## src/rtl/keyboard_matrix.sv

```systemverilog
// keyboard_matrix: Wishbone-writable 10 x 8 PET keyboard matrix.
//
// The host MCU loads the key state (active-low columns) through Wishbone.
// CPU writes to PIA1 are snooped to follow the keyboard row select on
// PORTA[3:0], and the column byte for that row is presented to the PIA1
// PORTB read path.
//
// Ports:
//   clock_i, reset_n_i      system clock, asynchronous active-low reset
//   wb_addr_i/wb_data_i/wb_we_i/wb_cyc_i/wb_stb_i   Wishbone request
//   wb_data_o/wb_ack_o/wb_stall_o                    Wishbone response
//   cpu_data_strobe_i/cpu_we_i/pia1_cs_i/pia_rs_i/cpu_data_i  CPU bus snoop
//   kbd_row_o               current row select
//   kbd_col_o               registered column byte for the selected row
module keyboard_matrix #(
  parameter int unsigned ROW_COUNT    = 10,
  parameter int unsigned ADDR_WIDTH   = 4,
  parameter logic [7:0]  IDLE_VALUE   = 8'hFF,
  parameter int unsigned PIA_RS_WIDTH = 2,
  parameter logic [PIA_RS_WIDTH-1:0] PIA_PORTA = PIA_RS_WIDTH'(0),
  parameter logic [PIA_RS_WIDTH-1:0] PIA_CRA   = PIA_RS_WIDTH'(1)
) (
  input  logic                    clock_i,
  input  logic                    reset_n_i,
  input  logic [ADDR_WIDTH-1:0]   wb_addr_i,
  input  logic [7:0]              wb_data_i,
  output logic [7:0]              wb_data_o,
  input  logic                    wb_we_i,
  input  logic                    wb_cyc_i,
  input  logic                    wb_stb_i,
  output logic                    wb_ack_o,
  output logic                    wb_stall_o,
  input  logic                    cpu_data_strobe_i,
  input  logic                    cpu_we_i,
  input  logic                    pia1_cs_i,
  input  logic [PIA_RS_WIDTH-1:0] pia_rs_i,
  input  logic [7:0]              cpu_data_i,
  output logic [3:0]              kbd_row_o,
  output logic [7:0]              kbd_col_o
);

  logic [7:0] matrix_q [ROW_COUNT];
  logic [3:0] row_sel_q;
  logic       cra_ddr_n_q;
  logic       ack_q;
  logic [7:0] rdata_q;
  logic [7:0] col_q;

  logic       wb_req;
  logic       snoop_wr;
  logic [7:0] wb_rd_data;
  logic [7:0] col_data;

  // Only CRA[2] and PORTA[3:0] matter to the keyboard.
  logic unused_cpu_bits;
  assign unused_cpu_bits = ^{cpu_data_i[7:4], cpu_data_i[1:0]};

  assign wb_req   = wb_cyc_i & wb_stb_i;
  assign snoop_wr = cpu_data_strobe_i & pia1_cs_i & cpu_we_i;

  // Out-of-range rows fall through to the idle value.
  always_comb begin
    wb_rd_data = IDLE_VALUE;
    col_data   = IDLE_VALUE;
    for (int i = 0; i < int'(ROW_COUNT); i++) begin
      if (wb_addr_i == ADDR_WIDTH'(i)) wb_rd_data = matrix_q[i];
      if (row_sel_q == 4'(i))          col_data   = matrix_q[i];
    end
  end

  always_ff @(posedge clock_i or negedge reset_n_i) begin
    if (!reset_n_i) begin
      for (int i = 0; i < int'(ROW_COUNT); i++) matrix_q[i] <= IDLE_VALUE;
    end else if (wb_req && wb_we_i) begin
      for (int i = 0; i < int'(ROW_COUNT); i++) begin
        if (wb_addr_i == ADDR_WIDTH'(i)) matrix_q[i] <= wb_data_i;
      end
    end
  end

  always_ff @(posedge clock_i or negedge reset_n_i) begin
    if (!reset_n_i) begin
      ack_q   <= 1'b0;
      rdata_q <= 8'h00;
    end else begin
      ack_q <= wb_req;
      if (wb_req && !wb_we_i) rdata_q <= wb_rd_data;
    end
  end

  // With CRA[2] clear, PORTA writes go to the data direction register.
  always_ff @(posedge clock_i or negedge reset_n_i) begin
    if (!reset_n_i) begin
      cra_ddr_n_q <= 1'b0;
      row_sel_q   <= 4'd0;
    end else if (snoop_wr) begin
      if (pia_rs_i == PIA_CRA) cra_ddr_n_q <= cpu_data_i[2];
      if (pia_rs_i == PIA_PORTA && cra_ddr_n_q) row_sel_q <= cpu_data_i[3:0];
    end
  end

  // Sampled from current state, so matrix/row changes land one edge later.
  always_ff @(posedge clock_i or negedge reset_n_i) begin
    if (!reset_n_i) col_q <= IDLE_VALUE;
    else            col_q <= col_data;
  end

  assign wb_data_o  = rdata_q;
  assign wb_ack_o   = ack_q;
  assign wb_stall_o = 1'b0;
  assign kbd_row_o  = row_sel_q;
  assign kbd_col_o  = col_q;

endmodule

```

## config.mk

```make
export PLATFORM = sky130hd
export DESIGN_NAME = keyboard_matrix
export DESIGN_NICKNAME = d
export VERILOG_FILES = /design/src/rtl/keyboard_matrix.sv
export SDC_FILE = /design/constraint.sdc
export NUM_CORES = 1
export LEC_CHECK = 0
export ABC_AREA = 0
export BUFFER_PORTS_ARGS = -buffer_cell sky130_fd_sc_hd__buf_2
export CAP_MARGIN = 20
export CORE_MARGIN = 2
export CORE_UTILIZATION = 40
export CTS_BUF_LIST = sky130_fd_sc_hd__clkbuf_4
export DETAILED_ROUTE_END_ITERATION = 12
export GPL_ROUTABILITY_DRIVEN = 0
export HOLD_SLACK_MARGIN = 0.12
export REMOVE_ABC_BUFFERS = 1
export SKIP_CTS_REPAIR_TIMING = 1
export SLEW_MARGIN = 10
export SYNTH_ARGS = -nofsm -noshare
export SYNTH_HDL_FRONTEND = slang
export SYNTH_SLANG_ARGS = --single-unit
```

## constraint.sdc

```tcl
create_clock -name clock_i -period 1.95 [get_ports clock_i]
set_input_delay 0.195 -clock clock_i [delete_from_list [all_inputs] [get_ports clock_i]]
set_output_delay 0.195 -clock clock_i [all_outputs]
set_load 0.005 [all_outputs]
```

* Yosys cells after proc, flatten, opt, wreduce, memory -nomap -nowiden
Index checks and enable logic that the tools add are counted.
** Storage, ports and cells
- Bits in registers :: 102
- Input bits :: 30
- Logic and storage cells :: 76
** Cells by class
- Equal/unequal tests :: 19
- Mux-type cells :: 20
- Bitwise logic cells :: 3
- Reduce and logical (&&, ||, !) cells :: 19
** Operator list (number)
- $mux W8 :: 20
- $eq A4 B3 Y1 const B :: 8
- $reduce_and A2 Y1 :: 12
- $eq A4 B2 Y1 const B :: 4
- $eq A4 B4 Y1 const B :: 4
- $eq A4 B1 Y1 const B :: 2
- $logic_not A4 Y1 :: 2
- $and A1 B1 Y1 :: 3
- $logic_and A1 B1 Y1 :: 3
- $eq A2 B1 Y1 const B :: 1
- $logic_not A2 Y1 :: 1
- $logic_not A1 Y1 :: 1

* Depth between registers and ports, before layout
- Depth in word-level cells :: 11
- Mapped depth :: 7
- Mapped depth without buffers :: 6

* Worst setup path after synthesis
OpenSTA, ideal clock, no wires.
- Kind :: register to register
- From :: reg row_sel_q[1], in the netlist kbd_row_o[1]
- To :: reg col_q[6], in the netlist kbd_col_o[6]
- Setup time :: 87 ps
- Data arrival time :: 1360 ps
- Data required time :: 1863 ps
- Slack :: 503 ps
- Stages on the path, launching flop included :: 6
- Path through :: dfrtp_1 > buf_4 > buf_2 > mux2_2 > o221ai_1 > a31oi_1
** On the way
- Longest elaborated chain between the ends :: 11
- Elaborated cells between the ends (all ways) :: 20
- Those cells by class :: 9 x eq/ne; 10 x mux; 1 x reduce/logical
** Ends and longest elaborated chain
- from (decl) :: RTL line 43 : logic [3:0] row_sel_q;
- from (signal assigned) :: RTL line 98 : if (pia_rs_i == PIA_PORTA && cra_ddr_n_q) row_sel_q <= cpu_data_i[3:0];
- $logic_not A4 Y1 :: RTL line 67 : if (row_sel_q == 4'(i)) col_data = matrix_q[i];
- $mux W8 (9 in a row) :: RTL line 67
- $mux W8 * :: RTL line 67
- via col_data[6] :: RTL line 52 : logic [7:0] col_data;
- to (signal assigned) :: RTL line 105 : else col_q <= col_data;
- to (decl) :: RTL line 47 : logic [7:0] col_q;
Mark *: on every way through the listed nets, which the timed path passes. The rest lies on a longest branch.
A chain may end at the register's enable or synchronous reset.

* Worst setup path after layout
- From :: reg row_sel_q[0], in the netlist kbd_row_o[0]
- To :: reg col_q[3], in the netlist kbd_col_o[3]
The elaborated chain is that of the path after synthesis.

==> reports/metrics.yaml <==
final_nets: 574
pwr-share-seq_pct: 50.6
clk_path_buf_depth: 2
via_count: 4020
cts.sinks: 102
die_area_sq_um: 14800
synth_compound_area_share_pct: 13.5
antenna_found_initial: 1
cap_violations: 0
wl_microns: 13900
comb_power_share_pct: 27.9
crit_type: "reg -> reg"
fillCellCount: 1229
viasPerCell: 5.54
cp_data_required_time_ps: 2340
portBuffers: 46
post_synth.cell_area_avg_sq_um: 11.6
critPathMaxStageDelay_ps: 660
synth-xor-area-share_pct: 0
rsz0062_at_grt: "no"
grt_pass1_vias: 4120
swShare_pct: 31.0
start_util_pct: 41.4
pwr-share-clk_pct: 21.4
grt_pass1_wl_microns: 22400
tightestPinTransition_ps: 514
period_share_pct: 89.4
drive_gt1_share_pct: 52.6
ys_ff_latch: 102
hold_viol: 0
max_slew_margin_pct: 65.7
cts_tree: "done"
crit_slowest_cell: "dfrtp_1"
startpoint_type: "register"
tns_ps: 0
place_area_sq_um: 6090
first_iter_violations: 225
synth_flop_cell: "dfstp_2"
fin_worst_skew_ps: 17.4
netlist_instances: 477
path_max_fanout: 11
grt_max_degree: 38
final_util_pct: 47.8
drc: 0
dp_hpwl_microns: 10300
ys_seq_area_share_pct: 48.2
synth_edf_count: 0
track_usage_pct: 19.8
synthArstFlopShare_pct: 100
io_pins: 52
p_switching_mw: 1.81
yosys.area_share.simple_pct: 11.3
die_w_microns: 122
fp.dieH_microns: 122
power.internal_mw: 4.03
ir_drop_uv: 293
overflow: 0
cp-end-kind: "register"
arrival_ps: 2140
period_needed_ps: 1740
max_freq_mhz: 573
ant_nets: 0
design_area_sq_um: 6380
cts_buffers: 9
clk_pin_slew_ps: 160
setup_viol: 0
num_rows: 42
path_cells: "nand2b_1, o22a_1, o21ai_0, a32oi_1"
synthAdderAreaFrac_pct: 0
status: "finished clean"
muxShareOfSynthArea_pct: 22.6
wl_per_cell_microns: 19.2
p_per_area_nw_per_um2: 915
ff2ff_setup_slack_ps: 210
ctsRootBufferMaster: "clkbuf_4"
drtPass1Iterations: 4
synth.yosys.warnings: 0
maxSlewViolCount: 0
synth_area_sq_um: 5520
leakage_nw: 2.58
syn2layout_area_growth_pct: 15.5
clk_latency_ps: 470
yosysUniqueCellTypes: 55
min_path_type: "in -> reg"
core-area_sq_um: 13300
cts-htree-levels: 3
synth_top_family_by_area: "multiplexers"
## flip-flops by register name, indices dropped and copies added, names as in the netlist
register	flops
matrix_q	80
kbd_col_o	8
wb_data_o	8
kbd_row_o	4
cra_ddr_n_q	1
wb_ack_o	1
## worst max-delay path, delay by kind of cell, from the launching register on
family / cells / cell delay, ps
AND/OR/NAND/NOR: 1 / 300
AO/OA/AOI/OAI: 3 / 710
flip-flops: 1 / 660
## synth_stat cells (all sizes together), types with 2 or more instances
| cell type | n | share of area, % |
|---|---|---|
| o22a | 6 | 0.95 |
| mux4 | 2 | 0.82 |
| nand2 | 30 | 2.1 |
| a31oi | 8 | 0.91 |
| a221oi | 6 | 0.95 |
| o311a | 4 | 0.72 |
| mux2 | 88 | 18 |
| nor2b | 7 | 0.93 |
| nor3 | 13 | 1.8 |
| o22ai | 9 | 1.0 |
| dfstp | 88 | 42 |
| o221ai | 6 | 0.95 |
| a21oi | 7 | 0.63 |
| inv | 12 | 0.82 |
| o21ai | 38 | 3.4 |
| or3 | 2 | 0.23 |
| o21a | 3 | 0.41 |
| o32ai | 3 | 0.48 |
| a22oi | 3 | 0.41 |
| nor2 | 23 | 1.7 |
| nor3b | 6 | 1.0 |
| nand3 | 7 | 1.1 |
| a311oi | 2 | 0.32 |
| dfrtp | 14 | 6.3 |
| clkbuf | 8 | 0.54 |
| a41oi | 3 | 0.48 |
| nor4b | 5 | 0.79 |
| mux2i | 21 | 3.8 |
| buf | 27 | 3.0 |
| a32oi | 3 | 0.48 |
| o211ai | 2 | 0.27 |
| nand2b | 9 | 1.0 |
## metal layers
layer	share of wire (%)	GRT usage, %	vias up
met5	0	0	-
met4	1.2	6.11	0
met3	3.7	2.77	12
met2	48	32.9	90
met1	47	27.0	2016
li1	-	-	1902
## stage by stage
step	setup slack, ps	std cells	power (mW)	hold WS, ps
after detailed placement	111	696	4.60	206
after global routing	126	725	6.16	126
after global placement	171	696	4.55	195
after CTS	199	711	5.85	-311
final	206	725	5.84	124
after floorplan	40.6	442	3.85	-101
## logic make-up after synthesis
kind of cell           after synthesis
AO/OA/AOI/OAI                      110
buffers and inverters               47
flip-flops                         102
multiplexers                       111
other                                1
AND/OR/NAND/NOR                    106
## path summary, 6_finish.rpt
path                                    from           end  cells past startpoint
min in group asynchronous          reset_n_i  kbd_row_o[0]                      2
worst max register to register  kbd_row_o[0]  kbd_col_o[3]                      4
worst min register to register  matrix_q[33]  matrix_q[33]                      2
worst max-delay path            kbd_row_o[0]  kbd_col_o[3]                      4
worst min-delay path                wb_cyc_i  wb_data_o[2]                      4
max in group asynchronous          reset_n_i   matrix_q[0]                      3
## power groups by stage
| stage | logic [mW] | registers, mW | clock network, mW |
|---|---|---|---|
| after floorplan | 0.832 | 3.02 | 0 |
| after global placement | 1.57 | 2.97 | 0 |
| after detailed placement | 1.61 | 2.99 | 0 |
| after CTS | 1.61 | 2.96 | 1.28 |
| after global routing | 1.78 | 3.01 | 1.37 |
| final | 1.63 | 2.96 | 1.25 |
## layout make-up
type / instances / area, sq um / area share [%]
antenna: 1 / 2.50 / 0.0392
clock inverter: 5 / 85.1 / 1.33
inverter: 12 / 45.0 / 0.706
multi-input combinational: 328 / 2620 / 41.1
tap: 176 / 220 / 3.45
clock buffer: 10 / 75.1 / 1.18
sequential: 102 / 2660 / 41.7
timing repair buffer: 91 / 666 / 10.4
## layout by cell type, fill, tap and decap left out, drive strengths merged, types with 12 or more instances in the layout
cell type,netlist,routed
dlygate4sd3,0,13
mux2i,21,21
nor3,13,13
inv,12,12
dfrtp,14,14
dfstp,88,88
buf,27,78
o21ai,38,38
nor2,23,23
nand2,30,30
mux2,88,88
No activity file was read; power rests on OpenSTA's default activity.
